`config.mk`:
```
export PLATFORM = sky130hd
export DESIGN_NAME = unified_mem_arbiter_flat
export DESIGN_NICKNAME = d
export VERILOG_FILES = /design/src/rtl/unified_mem_arbiter_if.sv /design/src/rtl/unified_mem_arbiter.sv /design/src/flat_wrapper.sv
export SDC_FILE = /design/constraint.sdc
export NUM_CORES = 1
export LEC_CHECK = 0
export BUFFER_PORTS_ARGS = -buffer_cell sky130_fd_sc_hd__buf_2
export CAP_MARGIN = 20
export CORE_MARGIN = 2
export CORE_UTILIZATION = 30
export DETAILED_ROUTE_END_ITERATION = 16
export GPL_ROUTABILITY_DRIVEN = 0
export SKIP_CTS_REPAIR_TIMING = 1
export SYNTH_ARGS = -nofsm -noshare
export SYNTH_HDL_FRONTEND = slang
export SYNTH_SLANG_ARGS = --single-unit
```
`constraint.sdc`:
```
create_clock -name clk -period 2.7 [get_ports clk]
set_clock_uncertainty 0.15 [all_clocks]
set_input_delay 0.405 -clock clk [delete_from_list [all_inputs] [get_ports clk]]
set_output_delay 0.405 -clock clk [all_outputs]
set_load 0.005 [all_outputs]
```
`src/rtl/unified_mem_arbiter_if.sv`:
```
// Bus bundle between the pipeline requesters, the arbiter and the unified memory.
interface unified_mem_arbiter_if #(
  parameter int DATA_W = 32,
  parameter int ADDR_W = 32
);
  // Fetch port
  logic              if_req;
  logic [ADDR_W-1:0] if_addr;
  logic [DATA_W-1:0] if_rdata;
  logic              if_ready;
  logic              if_stall;
  // Data port
  logic              d_req;
  logic              d_we;
  logic [ADDR_W-1:0] d_addr;
  logic [DATA_W-1:0] d_wdata;
  logic [DATA_W-1:0] d_rdata;
  logic              d_ready;
  logic              d_stall;
  // Pipeline control and status
  logic              hold;
  logic              owner;
  logic              busy;
  // Memory side
  logic              mem_en;
  logic              mem_we;
  logic [ADDR_W-1:0] mem_addr;
  logic [DATA_W-1:0] mem_wdata;
  logic [DATA_W-1:0] mem_rdata;

  // Arbiter view
  modport slave (
    input  if_req, if_addr, d_req, d_we, d_addr, d_wdata, hold, mem_rdata,
    output if_rdata, if_ready, if_stall, d_rdata, d_ready, d_stall,
           owner, busy, mem_en, mem_we, mem_addr, mem_wdata
  );

  // Pipeline/memory environment view
  modport master (
    output if_req, if_addr, d_req, d_we, d_addr, d_wdata, hold, mem_rdata,
    input  if_rdata, if_ready, if_stall, d_rdata, d_ready, d_stall,
           owner, busy, mem_en, mem_we, mem_addr, mem_wdata
  );
endinterface

```
`src/rtl/unified_mem_arbiter.sv`:
```
// Arbitrates the IF and MEM stages onto one single-port memory.
// Each access runs IDLE -> ACCESS -> [WAIT x MEM_LAT] -> RESP; writes skip WAIT.
module unified_mem_arbiter #(
  parameter int DATA_W   = 32,
  parameter int ADDR_W   = 32,
  parameter int MEM_LAT  = 1,
  parameter int FAIRNESS = 4
) (
  input logic                  clk,
  input logic                  Reset,
  unified_mem_arbiter_if.slave bus
);
  typedef enum logic [1:0] {IDLE, ACCESS, WAIT, RESP} state_t;

  localparam logic [3:0] LatLast = 4'(MEM_LAT - 1);
  localparam logic [3:0] FairMax = 4'(FAIRNESS);

  state_t            state;
  logic [3:0]        waitCnt;
  logic [3:0]        fairCnt;
  logic              memEn;
  logic              memWe;
  logic [ADDR_W-1:0] memAddr;
  logic [DATA_W-1:0] memWdata;
  logic [DATA_W-1:0] ifRdata;
  logic [DATA_W-1:0] dRdata;
  logic              ifReady;
  logic              dReady;
  logic              ownerQ;
  logic              busyQ;
  logic              grantData;
  logic              grantFetch;

  // Grant decision in IDLE: data has priority until fetch has waited FAIRNESS grants
  always_comb begin
    grantData  = 1'b0;
    grantFetch = 1'b0;
    if (state == IDLE && !bus.hold) begin
      if (bus.d_req && !(bus.if_req && fairCnt == FairMax)) grantData = 1'b1;
      else if (bus.if_req)                                  grantFetch = 1'b1;
    end
  end

  // Access sequencer with registered memory strobes, ready pulses and status
  always_ff @(posedge clk) begin
    if (Reset) begin
      state    <= IDLE;
      waitCnt  <= '0;
      fairCnt  <= '0;
      memEn    <= 1'b0;
      memWe    <= 1'b0;
      memAddr  <= '0;
      memWdata <= '0;
      ifRdata  <= '0;
      dRdata   <= '0;
      ifReady  <= 1'b0;
      dReady   <= 1'b0;
      ownerQ   <= 1'b0;
      busyQ    <= 1'b0;
    end else begin
      memEn   <= 1'b0;
      memWe   <= 1'b0;
      ifReady <= 1'b0;
      dReady  <= 1'b0;
      case (state)
        IDLE: begin
          if (!bus.if_req) fairCnt <= '0;
          if (grantData) begin
            memAddr  <= bus.d_addr;
            memWdata <= bus.d_wdata;
            memWe    <= bus.d_we;
            memEn    <= 1'b1;
            ownerQ   <= 1'b1;
            busyQ    <= 1'b1;
            state    <= ACCESS;
            if (bus.if_req && fairCnt != FairMax) fairCnt <= fairCnt + 4'd1;
          end else if (grantFetch) begin
            memAddr <= bus.if_addr;
            memEn   <= 1'b1;
            ownerQ  <= 1'b0;
            busyQ   <= 1'b1;
            fairCnt <= '0;
            state   <= ACCESS;
          end
        end
        ACCESS: begin
          // memWe still holds the granted direction during this cycle
          waitCnt <= LatLast;
          if (memWe) begin
            state <= RESP;
            if (ownerQ) dReady  <= 1'b1;
            else        ifReady <= 1'b1;
          end else begin
            state <= WAIT;
          end
        end
        WAIT: begin
          if (waitCnt == '0) begin
            state <= RESP;
            if (ownerQ) begin
              dRdata <= bus.mem_rdata;
              dReady <= 1'b1;
            end else begin
              ifRdata <= bus.mem_rdata;
              ifReady <= 1'b1;
            end
          end else begin
            waitCnt <= waitCnt - 4'd1;
          end
        end
        RESP: begin
          state <= IDLE;
          busyQ <= 1'b0;
        end
        default: state <= IDLE;
      endcase
    end
  end

  assign bus.mem_en    = memEn;
  assign bus.mem_we    = memWe;
  assign bus.mem_addr  = memAddr;
  assign bus.mem_wdata = memWdata;
  assign bus.if_rdata  = ifRdata;
  assign bus.d_rdata   = dRdata;
  assign bus.if_ready  = ifReady;
  assign bus.d_ready   = dReady;
  assign bus.owner     = ownerQ;
  assign bus.busy      = busyQ;
  assign bus.if_stall  = bus.if_req & ~ifReady;
  assign bus.d_stall   = bus.d_req & ~dReady;
endmodule

```
`src/flat_wrapper.sv`:
```
// flat-port wrapper written by rule: the top's interface ports become plain ports
module unified_mem_arbiter_flat 
#(
  parameter int DATA_W   = 32,
  parameter int ADDR_W   = 32,
  parameter int MEM_LAT  = 1,
  parameter int FAIRNESS = 4
)
  (clk, Reset, bus_if_req, bus_if_addr, bus_d_req, bus_d_we, bus_d_addr, bus_d_wdata, bus_hold, bus_mem_rdata, bus_if_rdata, bus_if_ready, bus_if_stall, bus_d_rdata, bus_d_ready, bus_d_stall, bus_owner, bus_busy, bus_mem_en, bus_mem_we, bus_mem_addr, bus_mem_wdata);
  unified_mem_arbiter_if #(.DATA_W(DATA_W), .ADDR_W(ADDR_W)) bus_i ();
  input logic clk;
  input logic Reset;
  input wire logic [$bits(bus_i.if_req)-1:0] bus_if_req;
  input wire logic [$bits(bus_i.if_addr)-1:0] bus_if_addr;
  input wire logic [$bits(bus_i.d_req)-1:0] bus_d_req;
  input wire logic [$bits(bus_i.d_we)-1:0] bus_d_we;
  input wire logic [$bits(bus_i.d_addr)-1:0] bus_d_addr;
  input wire logic [$bits(bus_i.d_wdata)-1:0] bus_d_wdata;
  input wire logic [$bits(bus_i.hold)-1:0] bus_hold;
  input wire logic [$bits(bus_i.mem_rdata)-1:0] bus_mem_rdata;
  output wire logic [$bits(bus_i.if_rdata)-1:0] bus_if_rdata;
  output wire logic [$bits(bus_i.if_ready)-1:0] bus_if_ready;
  output wire logic [$bits(bus_i.if_stall)-1:0] bus_if_stall;
  output wire logic [$bits(bus_i.d_rdata)-1:0] bus_d_rdata;
  output wire logic [$bits(bus_i.d_ready)-1:0] bus_d_ready;
  output wire logic [$bits(bus_i.d_stall)-1:0] bus_d_stall;
  output wire logic [$bits(bus_i.owner)-1:0] bus_owner;
  output wire logic [$bits(bus_i.busy)-1:0] bus_busy;
  output wire logic [$bits(bus_i.mem_en)-1:0] bus_mem_en;
  output wire logic [$bits(bus_i.mem_we)-1:0] bus_mem_we;
  output wire logic [$bits(bus_i.mem_addr)-1:0] bus_mem_addr;
  output wire logic [$bits(bus_i.mem_wdata)-1:0] bus_mem_wdata;
  assign bus_i.if_req = bus_if_req;
  assign bus_i.if_addr = bus_if_addr;
  assign bus_i.d_req = bus_d_req;
  assign bus_i.d_we = bus_d_we;
  assign bus_i.d_addr = bus_d_addr;
  assign bus_i.d_wdata = bus_d_wdata;
  assign bus_i.hold = bus_hold;
  assign bus_i.mem_rdata = bus_mem_rdata;
  assign bus_if_rdata = bus_i.if_rdata;
  assign bus_if_ready = bus_i.if_ready;
  assign bus_if_stall = bus_i.if_stall;
  assign bus_d_rdata = bus_i.d_rdata;
  assign bus_d_ready = bus_i.d_ready;
  assign bus_d_stall = bus_i.d_stall;
  assign bus_owner = bus_i.owner;
  assign bus_busy = bus_i.busy;
  assign bus_mem_en = bus_i.mem_en;
  assign bus_mem_we = bus_i.mem_we;
  assign bus_mem_addr = bus_i.mem_addr;
  assign bus_mem_wdata = bus_i.mem_wdata;
  unified_mem_arbiter #(.DATA_W(DATA_W), .ADDR_W(ADDR_W), .MEM_LAT(MEM_LAT), .FAIRNESS(FAIRNESS)) u_core (.clk(clk), .Reset(Reset), .bus(bus_i));
endmodule
```
After elaboration in Yosys (flattened, before gate mapping):

Cells that the tools add are included.

* output and inout port bits: 136
* word-level logic and storage cells: 83
* bits in registers: 144
* bits of input ports: 134

* eq/ne operators: 8
* muxes and demuxes: 33
* add/subtract/negate cells: 2
* bitwise logic cells: 7
* reductions and logical operators: 20

Operators with widths (count)
* two-way mux 32 bit: 2
* two-way mux 4 bit: 5
* two-way mux 1 bit: 18
* AND reduction 2 bit: 5
* case mux 2 bit (4 select lines): 1
* case mux 4 bit (2 select lines): 1
* two-way mux 2 bit: 3
* case mux 1 bit (2 select lines): 3
* AND reduction 3 bit: 2
* nonzero test 2 bit: 3
* NOT 1 bit: 5
* adder 4 x 1 -> 4 bit (second input constant): 1
* == test 2 bit (second input constant): 2
* == test 4 x 3 -> 1 bit (second input constant): 1
* logical AND 1 bit: 4
* logical NOT 4 bit: 1
* inequality test 4 x 3 -> 1 bit (second input constant): 1
* subtractor 4 x 1 -> 4 bit (second input constant): 1
* inequality test 3 x 1 -> 1 bit (second input constant): 1
* OR reduction 3 bit: 1
* AND 1 bit: 2
* == test 2 x 1 -> 1 bit (second input constant): 1
* logical NOT 1 bit: 2
* logical NOT 2 bit: 1
* other kinds (3): 3

Longest topological paths before layout:

* depth after elaboration: 9
* mapped depth: 8

Worst setup path after synthesis:

No wires, ideal clock.

* path kind: flip-flop to flip-flop
* start: register u_core.state[0]
* end: register u_core.dRdata[23], in the netlist u_core.bus.d_rdata[23]
* data arrival time: 1.589 ns
* setup slack: 0.828 ns
* path buffers: 2
* cell stages (with the launch flop): 9
* required time: 2.418 ns
* cells stage by stage: dfxtp_1 -> inv_1 -> ha_1 -> nand3b_2 -> or3_1 -> buf_2 -> buf_6 -> nand2_1 -> a21oi_1

* longest elaborated chain between the ends: 2

RTL lines
* from (decl): RTL line unified_mem_arbiter.sv:18 `state_t state;`
* from (signal assigned): RTL line unified_mem_arbiter.sv:47 `state <= IDLE;`
* from (signal assigned): RTL line unified_mem_arbiter.sv:75 `state <= ACCESS;`
* from (signal assigned): RTL line unified_mem_arbiter.sv:83 `state <= ACCESS;`
* == test 2 bit: RTL line unified_mem_arbiter.sv:65 `case (state)`
* AND reduction 3 bit (no source line)
* to (signal assigned): RTL line unified_mem_arbiter.sv:101 `dRdata <= bus.mem_rdata;`
* to (decl): RTL line unified_mem_arbiter.sv:26 `logic [DATA_W-1:0] dRdata;`

No other way between the ends.
A chain may end at the register's enable or synchronous reset.

Final worst setup path:

* start: register u_core.state[0]
* end: register u_core.memWdata[26], in the netlist u_core.bus.mem_wdata[26]

* longest elaborated chain between the ends: 4

RTL lines
* logical NOT 2 bit *: RTL line unified_mem_arbiter.sv:38, unified_mem_arbiter.sv:65
* logical AND 1 bit: RTL line unified_mem_arbiter.sv:38 `if (state == IDLE && !bus.hold) begin`
* two-way mux 1 bit: RTL line unified_mem_arbiter.sv:38
* AND reduction 2 bit (no source line) *
* to (signal assigned): RTL line unified_mem_arbiter.sv:70 `memWdata <= bus.d_wdata;`
* to (decl): RTL line unified_mem_arbiter.sv:24 `logic [DATA_W-1:0] memWdata;`

Mark *: on every way between the ends. The rest lies on a longest branch, timed or not.

==> out/results.tsv <==
metric	value	unit
# rows	49	
CP Data Required Time	2.90	ns
WS Path Type	flop to flop	
Worst slew margin	64.9	%
hold_sp	bus_d_wdata[13]	
dpl hpwl	11800	um
clk sinks	144	
Mapped Avg Cell Area	8.07	um2
Hold EP	u_core.bus.mem_wdata[13]	
largest net degree at the start of global routing	86	
Slew Limit Fails	0	
Antenna Cells	0	
count leader, synth	nand2_1	
list of most frequent post-synthesis cells	232 x nand2_1, 144 x dfxtp_1, 132 x a21oi_1, 44 x nor2_1, 28 x a211oi_1	
f_max	453	MHz
vias in the first global route	5331	
Die Area	0.0197	mm2
Seq cells post-synth	144	
PwrDens	883	mW/mm2
layout net count	1088	
final worst slack	0.494	ns
core footprint	0.0181	mm2
Placement Cell Area	0.00714	mm2
Place WS	0.473	ns
Synth area leaders	dfxtp_1 52%, nand2_1 16%, a21oi_1 12%	
WL per Instance	14.4	um
Hold Vio Cnt, Final	0	
post-route ant nets	0	
Design Area, Final	0.00774	mm2
worst hold stages	3	
fin cells	1188	
Starting Density	30.8	%
Area Growth Syn to Fin	38.5	%
Via Count	5547	
minimum clock period after layout	2.21	ns
reg2reg setup slack	0.49	ns
clock latency on the worst-skew pair	0.41	ns
yosys warns	0	
CTS tree	yes	
Layout fillers	1852	
RR Startpoint	u_core.state[0]	
H-tree depth	4	
Worst Hold Class	primary input to flop	
Post-Synthesis Cell Area	0.00559	mm2
initial antenna violation count	0	
Seq/Total Area, Yosys	51.6	%
footprint of the multi-input gates	0.00242	mm2
drt drc	0	
Top FF cell, synth	dfxtp_1	
DR vias/cell	4.67	
max-cap viol count	0	
total grt overflow	0	
root buf cell	clkbuf_16	
first-pass GRT wire length	27100	um
# setup viols final	0	
status	completed	
crit path DAT	2.41	ns
Syn Inst Count	693	
worst r2r path cells	8	
worst reg2reg path endpoint	u_core.bus.mem_wdata[26]	
Pre-antenna DRT Iters	4	
clk slew on worst S/H paths	0.07	ns
Unique masters post-synth	40	
DR iter-0 viols	204	
Leak	0.00355	uW
RSZ-0062 raised after global routing	false	
num ports	270	
total negative setup slack	0	ns
final cell utilization of the core	42.7	%
Routed WL	17100	um
ys async rst share	0	%
GRT Overall Usage	17.1	%
share of layout cells above drive strength 1	34.4	%
Yosys top cell area share	51.6	%
post-placement cell count	1156	
CTS buffer count	17	
CP Launch Type	flop	
crit share post-route	81.7	%
Worst Setup End Kind	flop	
largest buffer count on any clock path	2	
Worst Path Max Fanout	12	
storage element area	0.00288	mm2
Syn Nets	835	
chip width	141	um
maximum vdd drop	0.000533	V
Slew @ Worst Pin	0.525	ns
Port Buffers	269	
die span in y	141	um
Post-synth EDFFs	0	
Yosys top cell by area	dfxtp_1	
## power breakdown
| part | switching, uW | internal [uW] |
|---|---|---|
| clock network | 973 | 1430 |
| logic | 1070 | 739 |
| registers | 170 | 2450 |
## per-layer routing
layer / vias to the layer above / GRT usage (%) / wire length [um]
li1: 2800 / - / -
met1: 2528 / 20.3 / 7500
met2: 203 / 29.3 / 7990
met3: 16 / 5.85 / 1400
met4: 0 / 4.89 / 204
met5: - / 0 / 0
## how the worst max path moves through the flow
| stage | slack [ns] | from | depth (start not counted) | end |
|---|---|---|---|---|
| 6_report | 0.49 | u_core.state[0] | 8 | u_core.bus.mem_wdata[26] |
| 4_1_cts | 0.49 | u_core.state[0] | 7 | u_core.bus.mem_addr[11] |
| 3_3_place_gp | 0.55 | u_core.state[0] | 8 | u_core.bus.mem_wdata[29] |
| 3_5_place_dp | 0.47 | u_core.state[0] | 8 | u_core.bus.mem_wdata[16] |
| 2_1_floorplan | 0.83 | u_core.state[0] | 8 | u_core.bus.d_rdata[23] |
| 5_1_grt | 0.29 | u_core.state[0] | 8 | u_core.bus.mem_wdata[27] |
## worst max-delay path, cell delays in order, from the launching register on
cell,delay (ns)
dfxtp_1,0.32
inv_1,0.15
ha_1,0.31
and3b_1,0.25
and2_2,0.35
buf_4,0.23
buf_4,0.19
nand2_1,0.07
a21oi_1,0.12
## cell families after synthesis
logic type / after synthesis / share of synthesized area [%]
XOR/XNOR: 1 / 0.157
AND/OR/NAND/NOR: 300 / 21.6
buffers and inverters: 58 / 5.42
AO/OA/AOI/OAI: 180 / 19.1
adder cells (fa/ha/maj): 8 / 1.79
flip-flops: 144 / 51.6
multiplexers: 2 / 0.358
## final cells by class
class | instances | area share (%)
Multi-Input combinational cell | 491 | 31.3
Clock buffer | 19 | 5.85
Sequential cell | 144 | 37.2
Inverter | 9 | 0.436
Clock inverter | 13 | 1.92
Tap cell | 229 | 3.70
Timing Repair Buffer | 283 | 19.6
## sequential cells by signal, summed over array words and instances, names as in the netlist
| signal | count |
|---|---|
| u_core.bus.mem_wdata | 32 |
| u_core.fairCnt | 4 |
| u_core.bus.if_rdata | 32 |
| u_core.bus.d_rdata | 32 |
| u_core.bus.if_ready | 1 |
| u_core.bus.owner | 1 |
| u_core.bus.mem_addr | 32 |
| u_core.bus.mem_en | 1 |
| u_core.state | 2 |
| u_core.bus.d_ready | 1 |
| u_core.waitCnt | 4 |
| u_core.bus.busy | 1 |
| u_core.bus.mem_we | 1 |
## per-stage QoR
stage	total power, uW	hold slack [ns]
floorplan	3780	0.303
global placement	4480	0.289
detailed placement	4500	0.293
CTS	6930	0.0491
global route	7260	0.0476
finish	6830	0.0665
## placed cells by master (no fill, tap or decap), types with 8 or more instances in the layout
master / n
clkbuf_16: 17
inv_1: 9
dfxtp_1: 144
nand2_1: 231
a21oi_1: 132
ha_1: 8
a211oi_1: 28
nor2_1: 44
buf_4: 10
buf_2: 268
Note: power is estimated with default switching activity, not from simulation.
